--- src/rtl/ifid_ctrl.sv ---
// ifid_ctrl: instruction fetch/decode controller for the AZ datapath.
// Holds a writable instruction memory and a program counter, walks the
// program through FETCH -> DECODE -> HOLD, and hands each decoded
// instruction (opcode on control_bus, immediate on data) to the execute
// stage over a valid/ready handshake. Fetching past the loaded program
// space parks the controller in HALT until a jump redirects it.
module ifid_ctrl #(
  parameter  int INST_CAP = 20,
  parameter  int OPC_LEN  = 4,
  parameter  int DATA_LEN = 8,
  localparam int INST_LEN = OPC_LEN + DATA_LEN,
  localparam int PC_W     = $clog2(INST_CAP) + 1
) (
  input  logic                clk,
  input  logic                rstn,
  input  logic                en,
  input  logic                wr_en,
  input  logic [PC_W-1:0]     wr_addr,
  input  logic [INST_LEN-1:0] wr_inst,
  input  logic                jmp,
  input  logic [PC_W-1:0]     jmp_addr,
  output logic                out_valid,
  input  logic                out_ready,
  output logic [OPC_LEN-1:0]  control_bus,
  output logic [DATA_LEN-1:0] data,
  output logic [PC_W-1:0]     pc_out,
  output logic                halt
);

  // Memory index width; PC_W carries one extra bit so pc can sit past the
  // end of the program without wrapping back into it.
  localparam int AW = PC_W - 1;
  localparam logic [PC_W-1:0] CAP_PC = PC_W'(INST_CAP);

  typedef enum logic [2:0] {
    S_IDLE,
    S_FETCH,
    S_DECODE,
    S_HOLD,
    S_HALT
  } state_t;

  state_t              state;
  state_t              state_nxt;
  logic [PC_W-1:0]     pc;
  logic [INST_LEN-1:0] inst_reg;
  logic [INST_LEN-1:0] mem [INST_CAP];

  logic pc_oob;     // pc points past the loaded program space
  logic wr_ok;      // write address lands inside the memory
  logic load_inst;  // FETCH: capture mem[pc]
  logic present;    // DECODE: drive outputs, advance pc, raise valid
  logic accept;     // HOLD: downstream took the instruction
  logic idle_jmp;   // IDLE: redirect pc
  logic halt_set;   // FETCH with pc out of range
  logic resume;     // HALT: jump releases the halt

  assign pc_oob = (pc >= CAP_PC);
  assign wr_ok  = wr_en && (wr_addr < CAP_PC);

  // Instruction memory write port, live in every state and across reset.
  // NOTE: storage is deliberately left out of reset -- a program loaded before
  // reset must survive it, and a reset on an array blocks RAM inference.
  always_ff @(posedge clk) begin
    if (wr_ok) begin
      mem[wr_addr[AW-1:0]] <= wr_inst;
    end
  end

  // State register.
  // NOTE: sequential state uses non-blocking assignments so every register
  // samples the pre-edge value of every other register, whatever block order.
  always_ff @(posedge clk) begin
    if (!rstn) begin
      state <= S_IDLE;
    end else begin
      state <= state_nxt;
    end
  end

  // Next-state logic.
  // NOTE: state_nxt is given a default before the case so no path leaves it
  // unassigned; otherwise synthesis would infer a latch.
  always_comb begin
    state_nxt = state;
    case (state)
      S_IDLE:   if (en) state_nxt = S_FETCH;
      S_FETCH:  state_nxt = pc_oob ? S_HALT : S_DECODE;
      S_DECODE: state_nxt = S_HOLD;
      S_HOLD:   if (out_ready) state_nxt = en ? S_FETCH : S_IDLE;
      S_HALT:   if (jmp) state_nxt = en ? S_FETCH : S_IDLE;
      default:  state_nxt = S_IDLE;
    endcase
  end

  // Per-state datapath commands; jmp only matters in IDLE, HALT and on an
  // accepting handshake in HOLD.
  always_comb begin
    load_inst = 1'b0;
    present   = 1'b0;
    accept    = 1'b0;
    idle_jmp  = 1'b0;
    halt_set  = 1'b0;
    resume    = 1'b0;
    case (state)
      S_IDLE:   idle_jmp = jmp;
      S_FETCH: begin
        halt_set  = pc_oob;
        load_inst = !pc_oob;
      end
      S_DECODE: present = 1'b1;
      S_HOLD:   accept = out_ready;
      S_HALT:   resume = jmp;
      default: ;
    endcase
  end

  // Datapath registers: pc, fetched word and the registered outputs, which
  // only change in DECODE so they stay bit-stable under backpressure.
  always_ff @(posedge clk) begin
    if (!rstn) begin
      pc          <= '0;
      inst_reg    <= '0;
      control_bus <= '0;
      data        <= '0;
      pc_out      <= '0;
      out_valid   <= 1'b0;
      halt        <= 1'b0;
    end else begin
      // Read-before-write falls out of sampling mem ahead of this edge's write.
      if (load_inst) begin
        inst_reg <= mem[pc[AW-1:0]];
      end
      if (present) begin
        control_bus <= inst_reg[INST_LEN-1:DATA_LEN];
        data        <= inst_reg[DATA_LEN-1:0];
        pc_out      <= pc;
        pc          <= pc + PC_W'(1);
        out_valid   <= 1'b1;
      end
      if (accept) begin
        out_valid <= 1'b0;
        if (jmp) begin
          pc <= jmp_addr;
        end
      end
      if (idle_jmp) begin
        pc <= jmp_addr;
      end
      if (halt_set) begin
        halt <= 1'b1;
      end
      if (resume) begin
        halt <= 1'b0;
        pc   <= jmp_addr;
      end
    end
  end

endmodule

--- config.mk ---
export PLATFORM = sky130hd
export DESIGN_NAME = ifid_ctrl
export DESIGN_NICKNAME = d
export VERILOG_FILES = /design/src/rtl/ifid_ctrl.sv
export SDC_FILE = /design/constraint.sdc
export NUM_CORES = 1
export LEC_CHECK = 0
export CAP_MARGIN = 20
export CORE_ASPECT_RATIO = 1.1
export CORE_MARGIN = 5
export CORE_UTILIZATION = 38
export DETAILED_ROUTE_END_ITERATION = 12
export MAX_ROUTING_LAYER = met4
export PLACE_DENSITY_LB_ADDON = 0.15
export SLEW_MARGIN = 10
export SYNTH_ARGS = -nofsm -noshare
export SYNTH_HDL_FRONTEND = slang
export SYNTH_SLANG_ARGS = --single-unit
--- constraint.sdc ---
create_clock -name clk -period 2.75 [get_ports clk]
set_input_delay 0.55 -clock clk [delete_from_list [all_inputs] [get_ports clk]]
set_output_delay 0.55 -clock clk [all_outputs]
set_load 0.01 [all_outputs]
==> metrics <==
GR peak layer=met2; Synth Warn #=0; CTS clk-pin slew, worst paths=0.06 ns; Worst Hold Depth=2; layout cells sized above 1=21.2%; Hold Crit Class=reg2reg; worst path required time=between 3 and 4 ns; Yosys top cell by area=edfxtp_1; Total Neg Setup Slack=0 ns; M2 GR Usage=a little under 30%; CTS tree=built; antenna cell count=0; startpoint types=flip-flop; Sink Count=about 280; worst-case clock buffer depth=3; row cnt=65; Final Non-Filler Cells=between 1k and 1.5k; Slew @ Worst Pin=0.730 ns; fin crit share=a little under nine tenths; Initial DRT Pass Iterations=4; min Tclk post-route=around 2.4 ns; slowest CP cell=a2111oi_2; worst setup path start=pc[1]; hold path start=data[1]; EDFF count, synth=240; total power=between 9000 and 10000 µW; DR vias/cell=just over 5; largest fanout on the critical path=12; PD cells=around 720 mW/mm²; Synth Flop Type=edfxtp_1; post-route ant nets=0; Peak VDD IR=about 0.48 mV; Die ar.=approximately 0.032 mm²; worst r2r src=pc[1]; CTS Root Buffer Type=clkbuf_16; hpwl dp=between 15000 and 20000 µm; Routed WL per cell=22.7 µm; flops & latches, synth=between 200 and 300; crit-path cells=buf_4 -> mux4_2 -> mux2_2 -> a2111oi_2 -> o21ai_1; met1 usage=between 20 and 25%; fmax=~420 MHz; fillers=between 2k and 2.5k; Max-cap violations=0; CTS H-tree lvls=1; via count=approximately 5.8k; max FFs per register=240; Final nets=roughly 770; antenna violations before repair=0; # Post-CTS Setup Buffers=0; met3 global-route usage=2.49%; IO Pins=50; largest cells by area after synthesis=edfxtp_1 (66%), dfxtp_1 (7.5%), mux4_2 (7.4%), mux2i_1 (4.4%), nand2_1 (2.0%); total clock buffers created by CTS=29; vias in the first global route=6096; total core area=between 0.02 and 0.03 mm²; CTS resizes=0; crit path DAT=about 2.8 ns; worst clock skew=~0.027 ns; PortBufs=slightly below 50; syn avg cell area=16.9 µm²; pin count of the biggest net entering global routing=44; Die Height=about 190 µm; setup violators final=0; Remaining DRCs=0; die width=approximately 170 µm; later-pin clock latency in the skew report=0.55 ns; Slew Limit Fails=0; Initial Util=a little under two fifths; RSZ-0062 raised after global routing=false; total wire length=roughly 26000 µm; status=complete, no violations; hold_buf cts=0; r2r setup slk=approximately 0.39 ns; Layout Area Growth over Synthesis=19.5%; Rel. slew slack=between 50% and 60%; WS Path Type=reg2reg; Initial DRC Count=~380; Congestion Overflow GR=0; Post-Syn Nets=slightly below 700; GRT Overall Usage=between 10% and 20%; Leak=~0.0041 µW; Placer Congestion=slightly above 0.8; post-synthesis cell count=649; register area share after synthesis=between 70% and 80%; crit path capture type=flip-flop; depth of the worst register-to-register path=5; Crit path largest cell delay=approximately 0.56 ns; most common cell in the synthesized netlist=edfxtp_1; Post-Place Cells=approximately 1.1k; synth cell count leaders=edfxtp_1 (240), nand2_1 (57), mux2i_1 (48), dfxtp_1 (41), nor2_1 (39); post-synth top area share=65.9%; library cells used by synthesis=45; first-pass GRT wire length=~38000 µm; Async S/R FF share, synth=0%; endpoints failing hold=0; synthesized area=~0.011 mm²
==> final cells by class <==
cell class,instances,area [µm²],share of cell area [%]
multi-input cells,326,2740,21.0
inverters,5,18.8,0.144
flip-flops and latches,281,8030,61.4
clock buffers,45,813,6.22
repair buffers,99,903,6.91
clock inverters,9,105,0.804
well taps,368,460,3.52
==> critical path, delay by kind of cell, from the launching register on <==
family                 cells  cell delay [ns]
AOI/OAI and AO/OA          2             0.66
buffers and inverters      1             0.20
DFF                        1             0.51
muxes                      2             0.83
==> stage by stage <==
step           hold WS (ns)  utilization [%]  setup WS, ns  area, µm²
2_1_floorplan         0.430                -       0.00764      10900
4_1_cts               0.456             45.8         0.349      13100
6_report              0.454             45.8         0.392      13100
3_5_place_dp          0.448             42.6         0.120      12200
5_1_grt               0.471             45.8         0.302      13100
3_3_place_gp          0.443             42.6         0.166      12200
==> power breakdown <==
part           internal [µW]  total [µW]  switching, µW  leakage [µW]
sequential              4680        4730           50.3       0.00249
combinational            413         963            549       0.00119
clock                   2220        3760           1540      0.000453
total                   7310        9450           2140       0.00413
==> metal layers <==
metal	vias to the layer above	share of wire, %
li1	2729	-
met1	2959	40
met2	128	53
met3	33	5.1
met4	0	1.7
met5	-	0
==> logic make-up after synthesis <==
kind of cell | share of synthesized area [%]
compound gates | 5.98
simple gates | 5.38
xor+xnor | 0.320
buf+inv | 1.67
flops | 73.4
mux | 13.0
fa+ha+maj | 0.229
==> final timing paths <==
| check | endpoint |
|---|---|
| max reg2reg | inst_reg[1] |
| min reg2reg | data[1] |
| max | inst_reg[1] |
| min | data[1] |
==> layout by cell type, fill, tap and decap left out, drive strengths merged, types with 3 or more instances in the layout <==
cell type / synthesis / final
dfxtp: 41 / 41
nand2: 57 / 57
o21ai: 42 / 42
nand2b: 3 / 3
xor2: 3 / 3
nand3b: 3 / 3
nor2: 39 / 39
clkdlybuf4s50: 0 / 49
clkbuf: 19 / 45
or3b: 6 / 6
mux2i: 48 / 48
edfxtp: 240 / 240
o22ai: 12 / 12
nand4: 3 / 3
a21oi: 22 / 22
a2111oi: 12 / 12
mux4: 36 / 36
clkinv: 0 / 5
mux2: 12 / 12
inv: 5 / 6
buf: 18 / 50
Note: power is estimated with default switching activity, not from simulation.
==> RTL change 1: new RTL, same flow settings <==
Make the reset (`rstn`) asynchronous in 2 clocked blocks.
--- a/src/rtl/ifid_ctrl.sv
+++ b/src/rtl/ifid_ctrl.sv
@@ -72,3 +72,3 @@
   // samples the pre-edge value of every other register, whatever block order.
-  always_ff @(posedge clk) begin
+  always_ff @(posedge clk or negedge rstn) begin
     if (!rstn) begin
@@ -119,3 +119,3 @@
   // only change in DECODE so they stay bit-stable under backpressure.
-  always_ff @(posedge clk) begin
+  always_ff @(posedge clk or negedge rstn) begin
     if (!rstn) begin
Behaviour: differs if rstn is asserted again (counterexample within 4 cycles, from zero or initial values and one cycle with rstn low); with rstn held inactive, the same outputs for 4 cycles.
==> RTL change 1 against the unedited design <==
Worst hold slack got worse by 0.058 ns. Design area rose by 2.0%. Final cell count is 1.9% higher. Setup slack improved by 0.065 ns. Global-route usage is essentially flat. Routed wire length is 2.2% higher. Sequential cell count unchanged. Synthesized area up 2.8%. Maximum frequency is 2.9% higher. Critical path depth unchanged. Die area is 2.6% higher.
Power is not compared: it rests on default switching activity, and its combinational part moved more than twofold at a synthesized area within 25%.
==> RTL change 1: results (changes against the unedited design) <==
Run status:
- The run finished with clean final reports.

Synthesis:
- The sequential-to-total area share from yosys stat is 73.21% (-0.18 points).
- In the post-synthesis netlist, the biggest area contributors are edfxtp_1 (64%), dfrtp_1 (9.1%), mux2i_1 (7.5%).
- The net count after synthesis came to 691 (+1.5%).
- Sorting the synthesized cells by how often they occur yields edfxtp_1 (240), mux2i_1 (84), nor2_1 (44), dfrtp_1 (41), nand2_1 (28).
- The post-synthesis cell type count was 41 (-8.9%).
- The area fraction of the dominant cell type after synthesis is 64.09% (-1.8 points).

Drt:
- The starting DRC count in detailed routing is 489 (+29%).
- The count of TritonRoute iterations in the first routing pass was 5 (+1).
- The average via count per standard cell is 5.176 (+0.26%).
- The detail-routed net length per standard cell is 22.75 um (+0.29%).

Placement:
- The routability congestion estimate from global placement is 0.7976 (-2.8%).
- The setup slack at placement is 0.2097 ns (+0.08964 ns).
- The HPWL reported at the end of detailed placement was 17.37 mm (+1.7%).

Global routing:
- The number of global-route vias before repair is 6304 (+3.4%).
- The global-route wire length before repair is 40.17 mm (+4.6%).
- The total global routing track utilization is 16.45% (+0.027 points).

Worst hold path:
- The classification of the worst-slack hold path is primary input to asynchronous set/reset pin.

Power and ir drop:
- The leakage power is 4.678 nW.

Timing:
- The worst slew slack as a fraction of its limit is 59.65% (+8.4 points).
- The post-route clock skew was 0.007555 ns (-0.01929 ns).

Final layout:
- The final net count came to 794 (+2.6%).
- The total of fill cells in the finished design came to 2592 (+5.5%).

Worst setup path:
- Grouping stages by cell kind, the critical path spends the most delay in simple AND/OR/NAND/NOR gates.
- The maximum cell stage delay along the critical path came to 0.64 ns (+0.08 ns).
- The slowest stage of the critical path is the nor4_1 cell.

CTS:
- The clock slew seen by the registers of the worst setup and hold paths is 0.06 ns (about the same).
- The clock insertion delay at the later pin of the skew report came to 0.53 ns (-0.02 ns).
[RTL change 1: cell types whose count changed after synthesis, sizes merged, moves of 10 or more]
cell     unedited run  this run
dfxtp              41         0
mux2i              48        84
a2111oi            12         0
o21bai              0        12
nand2              57        28
nand4               3        15
dfrtp               0        41
mux4               36        24
clkbuf             19         8
nand2b              3        26
buf                18        28
o21ai              42         3
nor4                2        12
[RTL change 1: stage by stage]
stage	cell area, sq um	instances	hold slack [ns]	power, mW
CTS	13300	1153	0.1916	12.30
finish	13330	1155	0.3953	12.14
floorplan	11250	659	0.2544	7.479
detailed placement	12440	1103	0.4952	8.674
global placement	12440	1103	0.4633	8.617
global route	13330	1155	0.4003	12.77
[RTL change 1: path summary, 6_finish.rpt]
kind / from / end / slack (ns) / cells after the start
hold / removal: rstn / pc[4]$_DFF_PN0_ / 0.40 / 2
setup / recovery: state[0]$_DFFE_PN0P_ / inst_reg[5]$_DFFE_PN0P_ / 0.46 / 5
max in group asynchronous: rstn / inst_reg[10]$_DFFE_PN0P_ / 1.91 / 3
hold reg to reg: out_valid$_DFFE_PN0P_ / out_valid$_DFFE_PN0P_ / 0.49 / 1
min in group clk: out_valid$_DFFE_PN0P_ / out_valid$_DFFE_PN0P_ / 0.49 / 1
setup reg to reg: state[0]$_DFFE_PN0P_ / inst_reg[5]$_DFFE_PN0P_ / 0.46 / 5
[RTL change 1: layout make-up]
| type | instances | area [sq um] | area share [%] |
|---|---|---|---|
| clock inverters | 12 | 106.4 | 0.7977 |
| clock buffers | 38 | 759.5 | 5.696 |
| inverters | 4 | 15.01 | 0.1126 |
| flip-flops and latches | 281 | 8237 | 61.78 |
| well taps | 374 | 467.9 | 3.510 |
| repair buffers | 108 | 955.9 | 7.170 |
| multi-input cells | 338 | 2791 | 20.94 |
[RTL change 1: cell families after synthesis]
logic type      after synthesis  synth area share [%]
mux                         126                 14.09
fa+ha+maj                     2                0.2225
compound gates               53                 2.815
xor+xnor                      5                0.3894
flops                       281                 73.21
buf+inv                      40                 2.125
simple gates                152                 7.154
[RTL change 1: where the power goes]
part	internal (mW)	total, mW	switching (mW)
combinational	1.56	3.36	1.80
clock	2.11	3.60	1.49
sequential	4.95	5.17	0.222
[RTL change 1: what timing repair did]
action / in CTS / in global routing
gates resized for setup: 0 / 0
hold buffers: 0 / 1
endpoints found under the setup margin: 0 / 0
hold endpoints to repair: 0 / 7
[RTL change 1: metal layers]
layer | global-route usage (%) | part of all wire, % | vias up
met2 | 26.50 | 48 | 147
met5 | - | 0 | -
met1 | 22.33 | 45 | 3051
li1 | - | - | 2745
met4 | 4.539 | 2.4 | 0
met3 | 2.102 | 4.7 | 35
==> RTL change 2: new RTL, same flow settings <==
Made on the original files. The parameter `INST_CAP` goes from 20 to 30.
--- a/src/rtl/ifid_ctrl.sv
+++ b/src/rtl/ifid_ctrl.sv
@@ -7,3 +7,3 @@
 module ifid_ctrl #(
-  parameter  int INST_CAP = 20,
+  parameter  int INST_CAP = 30,
   parameter  int OPC_LEN  = 4,
Check against the original RTL: not equivalent (Yosys sat finds a counterexample within 4 cycles, from zero or initial values and one cycle with rstn low).
==> RTL change 2 against the unedited design <==
Setup slack better by 0.028 ns. Synthesized area up 44%. Routed wire length grew 48%. Worst hold slack gained 0.0059 ns. Sequential cell count increased by 120. Total power up 42%. Clock power increased by 44%. Design area rose by 42%.
==> RTL change 2: results (changes against the unedited design) <==
Worst hold path:
- The launch point of the worst hold path is pc_out[4]$_SDFFE_PN0N_.

Final layout:
- The number of flip-flops in the largest register came to 360 (+50%).
- The share of layout cells above drive strength 1 is 23.81% (+2.6 points).
- The core utilization of the finished layout is 45.23% (-0.57 points).
- The final net count is 1007 (+30%).

Placement:
- The setup slack at placement is 0.2072 ns (+0.08713 ns).
- The instance area at placement is 17310 sq um (+42%).
- The HPWL reported at the end of detailed placement is 24.89 mm (+46%).

Global routing:
- The maximum number of pins on one net before global-route repair is 41 (-6.8%).
- The total global routing track utilization was 17.14% (+0.72 points).
- The global routing met1 resource utilization came to 22.83% (+2.6 points).

Worst setup path:
- The largest driver fanout on the critical path was 28 (+16).
- The worst reg2reg path depth is 6 (+1).
- The worst setup slack for register-to-register paths is 0.42 ns (+0.03 ns).

Timing:
- The slew at the pin with the worst max-slew slack came to 0.7267 ns (-0.003399 ns).
- The post-route worst setup slack came to 0.4195 ns (+0.02787 ns).
- The post-route clock skew was 0.01918 ns (-0.007661 ns).

Drt:
- The routed length on met1 came to 16.62 mm (+61%).
- The wire length on met3 is 1.805 mm (+38%).
- The total met2 wirelength after detailed routing is 18.81 mm (+38%).

Power and ir drop:
- The power of the sequential group is 6.79 mW (+44%).
- The net load switching power came to 3.015 mW (+41%).
- The worst supply voltage drop on vdd is 0.4204 mV (-12%).
- The net switching share of the total power is 22.49% (-0.18 points).
- The leakage power was 5.904 nW (+43%).

Synthesis:
- The sequential-to-total area share from yosys stat is 73.71% (+0.32 points).
- The post-synthesis cell type count is 52 (+16%).
- The net count after synthesis is 891 (+31%).
- In the post-synthesis netlist, the biggest area contributors are edfxtp_1 (69%), mux4_2 (10%), dfxtp_1 (5.2%).
- The number of instances in the synthesized netlist is 859 (+32%).

Run status:
- The flow ran to the end, and the final reports show no timing, DRC or antenna violations.

CTS:
- The total clock buffers created by CTS is 41 (+41%).
RTL change 2: cell count changes in the layout (fill, tap and decap cells not counted), sizes merged, moves of 20 or more:
cell    unedited run  this run
a21boi             0        20
buf               50        73
mux2i             48        26
o21ai             42        16
edfxtp           240       360
mux4              36        78
RTL change 2: final cells by class:
class                   count  area share, %
multi-input cells         406          20.65
clock buffers              51          5.938
repair buffers            122          5.978
well taps                 560          3.761
flip-flops and latches    401          62.49
clock inverters            25          1.122
inverters                   3        0.06045
RTL change 2: how the worst max path moves through the flow:
stage / from / end / cells past startpoint
floorplan: pc[0]$_SDFF_PN0_ / inst_reg[0]$_SDFFE_PN0P_ / 10
global placement: wr_addr[5] / mem[21][2]$_DFFE_PP_ / 6
detailed placement: wr_addr[5] / mem[20][9]$_DFFE_PP_ / 6
CTS: pc[1]$_SDFF_PN0_ / inst_reg[6]$_SDFFE_PN0P_ / 5
global route: pc[1]$_SDFF_PN0_ / inst_reg[6]$_SDFFE_PN0P_ / 5
finish: pc[0]$_SDFF_PN0_ / inst_reg[6]$_SDFFE_PN0P_ / 6
RTL change 2: critical path, stage by stage, from the launching register on:
cell	delay, ns
dfxtp_4	0.53
buf_12	0.29
buf_4	0.19
mux4_2	0.56
mux2_2	0.29
o22ai_1	0.21
o31ai_1	0.11
RTL change 2: kinds of logic (layout without fill, tap and decap cells):
group | count (synthesis) | count (layout) | share of synthesized area [%]
and+or+nand+nor | 182 | 182 | 5.392
xor gates and xnor gates | 4 | 4 | 0.2221
adders and majority gates | 2 | 2 | 0.1586
muxes | 123 | 123 | 14.28
AOI/OAI and AO/OA | 95 | 95 | 4.298
buffers and inverters | 52 | 201 | 1.943
DFF | 401 | 401 | 73.71
